File: src/rtl/fetch_predictor.sv
// fetch_predictor: direct-mapped BTB with saturating direction counters, EX training and perf counters
module fetch_predictor #(
  parameter int DWIDTH   = 32,
  parameter int ENTRIES  = 16,
  parameter int CTR_BITS = 2,
  parameter int CNT_W    = 16
) (
  input  logic              clk,
  input  logic              rst,
  input  logic              pred_en,
  input  logic [DWIDTH-1:0] if_pc,
  output logic [DWIDTH-1:0] if_npc,
  output logic              if_pred_taken,
  input  logic              ex_update,
  input  logic [DWIDTH-1:0] ex_pc,
  input  logic              ex_taken,
  input  logic [DWIDTH-1:0] ex_target,
  input  logic              ex_pred_taken,
  input  logic [DWIDTH-1:0] ex_pred_target,
  output logic              ex_mispredict,
  output logic [CNT_W-1:0]  branch_cnt,
  output logic [CNT_W-1:0]  miss_cnt
);
  localparam int IDX = $clog2(ENTRIES);
  localparam int TW = DWIDTH - IDX - 2;
  localparam logic [CTR_BITS-1:0] THR = CTR_BITS'(1 << (CTR_BITS - 1));
  localparam logic [CTR_BITS-1:0] WEAK = CTR_BITS'((1 << (CTR_BITS - 1)) - 1);
  localparam logic [CTR_BITS-1:0] CTR_MAX = '1;
  localparam logic [CNT_W-1:0] CNT_MAX = '1;
  logic                valid_q  [ENTRIES];
  logic [TW-1:0]       tag_q    [ENTRIES];
  logic [DWIDTH-1:0]   target_q [ENTRIES];
  logic [CTR_BITS-1:0] ctr_q    [ENTRIES];
  logic [IDX-1:0] if_idx, ex_idx;
  logic [TW-1:0]  if_tag, ex_tag;
  logic           ex_hit;
  always_comb begin
    if_idx = if_pc[IDX+1:2];
    if_tag = if_pc[DWIDTH-1:IDX+2];
    ex_idx = ex_pc[IDX+1:2];
    ex_tag = ex_pc[DWIDTH-1:IDX+2];
    ex_hit = valid_q[ex_idx] && tag_q[ex_idx] == ex_tag;
    if_pred_taken = pred_en && valid_q[if_idx] && tag_q[if_idx] == if_tag && ctr_q[if_idx] >= THR;
    if_npc = if_pred_taken ? target_q[if_idx] : if_pc + DWIDTH'(4);
    ex_mispredict = ex_update && (ex_pred_taken != ex_taken || (ex_taken && ex_pred_target != ex_target));
  end
  always_ff @(posedge clk) begin
    if (rst) begin
      for (int i = 0; i < ENTRIES; i++) begin
        valid_q[i]  <= 1'b0;
        ctr_q[i]    <= WEAK;
        target_q[i] <= '0;
      end
      branch_cnt <= '0;
      miss_cnt   <= '0;
    end else if (ex_update) begin
      if (ex_hit) begin
        ctr_q[ex_idx] <= ex_taken ? (ctr_q[ex_idx] == CTR_MAX ? CTR_MAX : ctr_q[ex_idx] + 1'b1)
                                  : (ctr_q[ex_idx] == '0 ? '0 : ctr_q[ex_idx] - 1'b1);
        if (ex_taken) target_q[ex_idx] <= ex_target;
      end else if (ex_taken) begin
        valid_q[ex_idx]  <= 1'b1;
        tag_q[ex_idx]    <= ex_tag;
        target_q[ex_idx] <= ex_target;
        ctr_q[ex_idx]    <= THR;
      end
      branch_cnt <= branch_cnt == CNT_MAX ? CNT_MAX : branch_cnt + 1'b1;
      if (ex_mispredict) miss_cnt <= miss_cnt == CNT_MAX ? CNT_MAX : miss_cnt + 1'b1;
    end
  end
endmodule

File: config.mk
export PLATFORM = sky130hd
export DESIGN_NAME = fetch_predictor
export DESIGN_NICKNAME = d
export VERILOG_FILES = /design/src/rtl/fetch_predictor.sv
export SDC_FILE = /design/constraint.sdc
export NUM_CORES = 2
export LEC_CHECK = 0
export CAP_MARGIN = 40
export CORE_AREA = 2 2 353 355
export DETAILED_ROUTE_END_ITERATION = 10
export DIE_AREA = 0 0 355 357
export PLACE_DENSITY_LB_ADDON = 0.08
export SLEW_MARGIN = 15
export SYNTH_ARGS = -nofsm -noshare
export SYNTH_HDL_FRONTEND = slang
export SYNTH_SLANG_ARGS = --single-unit
File: constraint.sdc
create_clock -name clk -period 4.4 [get_ports clk]
set_clock_uncertainty 0.2 [all_clocks]
set_input_delay 0.44 -clock clk [delete_from_list [all_inputs] [get_ports clk]]
set_output_delay 0.44 -clock clk [all_outputs]
set_load 0.1 [all_outputs]
-- Yosys cells after proc, flatten, opt, wreduce, memory -nomap -nowiden
Memories as Yosys holds them, arrays and structs flattened.
Index checks and enable logic that the tools add are counted.
- $add $sub $neg: 5
- $lt $le $gt $ge: 1
- equality and inequality tests: 7
- multiplexer cells: 32
- bitwise operators: 2
- reductions and logical operators: 12
- operator list (operator ; count):
    32-bit 2-to-1 mux ; 3
    26-bit equality test ; 2
    16-bit by 1-bit adder with 16-bit output, second input constant ; 2
    32-bit by 3-bit adder with 32-bit output, second input constant ; 1
    16-bit equality test, second input constant ; 2
    16-bit 2-to-1 mux ; 2
    32-bit != test ; 1
    32-bit OR reduction ; 1
    1-bit 2-to-1 mux ; 19
    4-bit 2-to-1 mux ; 3
    2-bit 2-to-1 mux ; 5
    1-bit logical AND ; 6
    2-bit by 1-bit adder with 2-bit output, second input constant ; 1
    2-bit equality test, second input constant ; 1
    2-bit greater-or-equal comparator, second input constant ; 1
    2-bit zero test ; 1
    1-bit OR ; 2
    2-bit AND reduction ; 1
    2-bit OR reduction ; 1
    2-bit by 1-bit subtractor with 2-bit output, second input constant ; 1
    1-bit logical OR ; 1
    1-bit != test ; 1
    1-bit OR reduction ; 1
- flip-flop bits (word level): 32
- memory bits (writable): 976
- input port bits: 134
- output and inout bits: 66
- logic and storage cells: 65
- memories: 4
- memories (name ; depth ; width ; rd ports ; clocked after memory_dff ; write ports ; line ; text):
    target_q ; 16 ; 32 ; 1 ; 0 ; 16 ; 32 ; logic [DWIDTH-1:0] target_q [ENTRIES];
    tag_q ; 16 ; 26 ; 2 ; 0 ; 1 ; 31 ; logic [TW-1:0] tag_q [ENTRIES];
    ctr_q ; 16 ; 2 ; 2 ; 0 ; 16 ; 33 ; logic [CTR_BITS-1:0] ctr_q [ENTRIES];
    valid_q ; 16 ; 1 ; 2 ; 0 ; 16 ; 30 ; logic valid_q [ENTRIES];

-- Logic depth before layout (Yosys ltp)
An unclocked memory read counts as a cell.
- depth in word-level cells: 10
- depth in mapped cells: 15
- gate-level depth less buffers: 9

-- Worst setup path before layout
No wires, ideal clock.
- path type: input -> output
- start point: input port if_pc[2]
- end point: output port if_pred_taken
- arrival time: 5.727 ns
- required time: 3.760 ns
- slack: -1.967 ns
- stages on the path: 9
- buffers on the path: 3
- cell sequence: clkbuf_1 > buf_2 > buf_2 > mux4_2 > mux4_2 > xnor2_1 > nand4_1 > or3_1 > nor4_1
- word-level cells in the longest chain between the ends: 4
- elaborated cells between the ends (all ways): 8
- classes of those cells: order compare (1); eq/ne (1); reduce/logical (3); memory (3)
- RTL lines (element ; line ; text):
    start: declaration ; 11 ; input logic [DWIDTH-1:0] if_pc,
    memory read 16 x 26 bit or memory read 16 x 1 bit (tied branches) ; -- ;
    26-bit equality test or 1-bit logical AND (tied branches) ; 43 ; if_pred_taken = pred_en && valid_q[if_idx] && tag_q[if_idx] == if_tag && ctr_q[if_idx] >= THR;
    1-bit logical AND ; 43 ;
    1-bit logical AND * ; 43 ;
    end: declaration ; 13 ; output logic if_pred_taken,
Mark *: on every way between the ends. The rest lies on a longest branch, timed or not.

==> results.md <==
- Ys flop type: edfxtp_1
- Library cells used by synthesis: 73
- Critical path class: reg2out
- Synth Area per Inst: 16.0 um^2
- Yosys warns: 0
- Async S/R FF share, synth: 0
- Vias/cell: 6.17
- Initial antenna violation count: 8
- Share of layout cells above drive strength 1: 0.287
- H-Tree Depth: 3
- Seq/Total Area, Yosys: 0.610
- Setup Viol. Count Final: 31
- Clk Latency, worst-skew pair: 730 ps
- Drt first-iter violations: 3714
- TritonCTS sink count: 1008
- Fin worst setup slack: -74.5 ps
- Core area: 0.123 mm^2
- Clock root buffer: clkbuf_16
- R2r startpoint: tag_q[14][7]
- Worst Hold Class: in2reg
- Filler cell count: 10400
- Register area: 0.0298 mm^2
- Failing checks: setup timing
- Post-DR wirelength/cell: 33.1 um
- DR DRC count: 0
- Post-synth EDFFs: 960
- CP required: 3760 ps
- Vias: 31500
- CTS buffer count: 111
- Setup TNS: -1240 ps
- R2R Setup Slk: 280 ps
- Synthesized instance count: 3059
- Vias in the first global route: 31700
- Pre-CTS WS: -51.3 ps
- Dpl hpwl: 105000 um
- VDD IR max: 0.319 mV
- Global-route wire length before repair: 237000 um
- # hold bufs at CTS: 0
- Worst path arrival time: 3830 ps
- Mapped Area: 0.0489 mm^2
- Clock-pin slew on the worst setup and hold paths: 60 ps
- Area grow syn2layout: 21.1%
- Pwr Density: 377 mW/mm^2
- Routability Congestion: 0.877
- Slew headroom: 0.281
- Tmin final: 4470 ps
- Area of the multi-input gates: 0.0181 mm^2
- GRT Total Usage: 0.264
- Pin count of the biggest net entering global routing: 253
- Startpoint types: flip-flop
- CTS max path bufs: 3
- Routed wire length: 169000 um
- DIE WIDTH: 355 um
- Final Hold Vio Count: 0
- Worst R2R Path Depth: 11
- I/O Pins: 200
- MaxCap Viol Count: 0
- Mapped Nets: 3196
- Result of the run: finished with violations
- Final #Nets: 3511
- Power Total: 22.3 mW
- Placed Area: 0.0555 mm^2
- Grt ovf: 0
- Slew @ Worst Pin: 1080 ps
- Core Rows: 129
- Crit share post-route: 1.02
- Die Y: 357 um
- Fin area: 0.0592 mm^2
- Post-route ant nets: 0
- CTS tree: done
- Final Non-Filler Cells: 5107
- Hold Path Origin: rst
- Die ar.: 0.127 mm^2
- Placed cell count: 4889
- CP Max Fanout: 7
- Lkg Pwr: 21.4 nW
- Slew Limit Fails: 0
- Router iterations before antenna repair: 6
- Yosys reg bits: 1008
- Port bufs: 197
- Hold path depth: 3
- Hold endpoint: miss_cnt[0]
- Reg2reg end: tag_q[6][0]
- Unrepaired setup endpoints after global routing: yes
- Initial Util: 0.397
- Maximum clock frequency: 223 MHz
- Crit. End Element: output pin
synth_stat cells (17+ instances only):
cell	instances	area (um^2)
a21oi_1	30	150
a22oi_1	20	150
a31oi_1	17	106
and3_1	521	3260
buf_2	51	255
clkbuf_1	208	781
dfxtp_1	48	961
edfxtp_1	960	28800
inv_1	31	116
mux2_2	55	619
mux2i_1	76	761
mux4_2	375	8450
nand2_1	92	345
nand2b_1	29	181
nand3_1	46	230
nand4_1	33	206
nor2_1	65	244
nor3_1	19	95.1
o21bai_1	17	128
o22ai_1	37	231
xnor2_1	79	692
xor2_1	54	473
critical path: stages, from the launching register on:
cell and delay, ps:
edfxtp_1 400, mux4_2 550, mux4_2 630, xnor2_2 210, nand4_1 120, nor3_1 180
nand4_1 140, buf_6 180, buf_12 160, mux2_4 340, buf_12 180
final cells by class:
type / instances / area share
timing repair buffer: 490 / 0.0968
clock inverter: 58 / 0.00757
clock buffer: 146 / 0.0495
antenna: 5 / 0.000211
tap: 1637 / 0.0346
sequential: 1008 / 0.503
inverter: 32 / 0.00203
multi-input combinational: 1731 / 0.306
flip-flops by register name, summed over array words and instances (netlist names):
register / count
branch_cnt: 16
target_q: 512
ctr_q: 32
valid_q: 16
miss_cnt: 16
tag_q: 416
worst max path at each step:
stage             startpoint            end  slack [ps]  cells after the start
3_5_place_dp        if_pc[2]  if_pred_taken         -50                     10
6_report         tag_q[4][3]     if_npc[16]         -70                     10
3_3_place_gp        if_pc[2]     if_npc[24]        -130                     11
4_1_cts        tag_q[10][20]  if_pred_taken         -30                      9
5_1_grt         tag_q[6][11]     if_npc[18]        -140                     10
2_1_floorplan       if_pc[2]  if_pred_taken        -200                      9
through the flow:
step	hold WS, ps	utilization
finish	219	0.481
detailed placement	285	0.452
CTS	194	0.481
global placement	287	0.447
floorplan	261	-
global route	234	0.481
layer usage:
layer | share of wire | vias up | global-route usage
met3 | 0.078 | 280 | 0.0459
met2 | 0.46 | 1476 | 0.409
met4 | 0.030 | 4 | 0.0775
met1 | 0.43 | 16800 | 0.383
li1 | - | 13000 | -
met5 | 0.00016 | - | 0
what timing repair did:
item,CTS,global route
gates cloned,1,0
resized for setup,23,3
buffers inserted,6,1
pin swaps,3,4
endpoints found under the setup margin,33,32
cells by family after synthesis:
logic type,count (synthesis),synth area share
buf+inv,320,0.0283
mux,510,0.203
simple gates,870,0.103
compound gates,215,0.0313
fa+ha+maj,3,0.000768
flops,1008,0.610
xor+xnor,133,0.0238
layout by cell type (no fill, tap or decap), types with 40 or more instances in the layout:
cell type and instances:
edfxtp_1 960, and3_1 521, mux4_2 375, buf_4 187, clkdlybuf4s50_1 154, clkbuf_16 112, buf_12 108, nand2_1 92
mux2i_1 75, xnor2_1 69, xor2_1 54, mux2_2 50, dfxtp_1 48, nand3_1 46, nor2_1 40
power breakdown:
part | switching, mW | internal [mW] | total (mW)
registers | 0.0924 | 10.8 | 10.9
clock network | 3.93 | 4.86 | 8.79
logic | 1.57 | 1.04 | 2.62
Note: power is estimated with default switching activity, not from simulation.
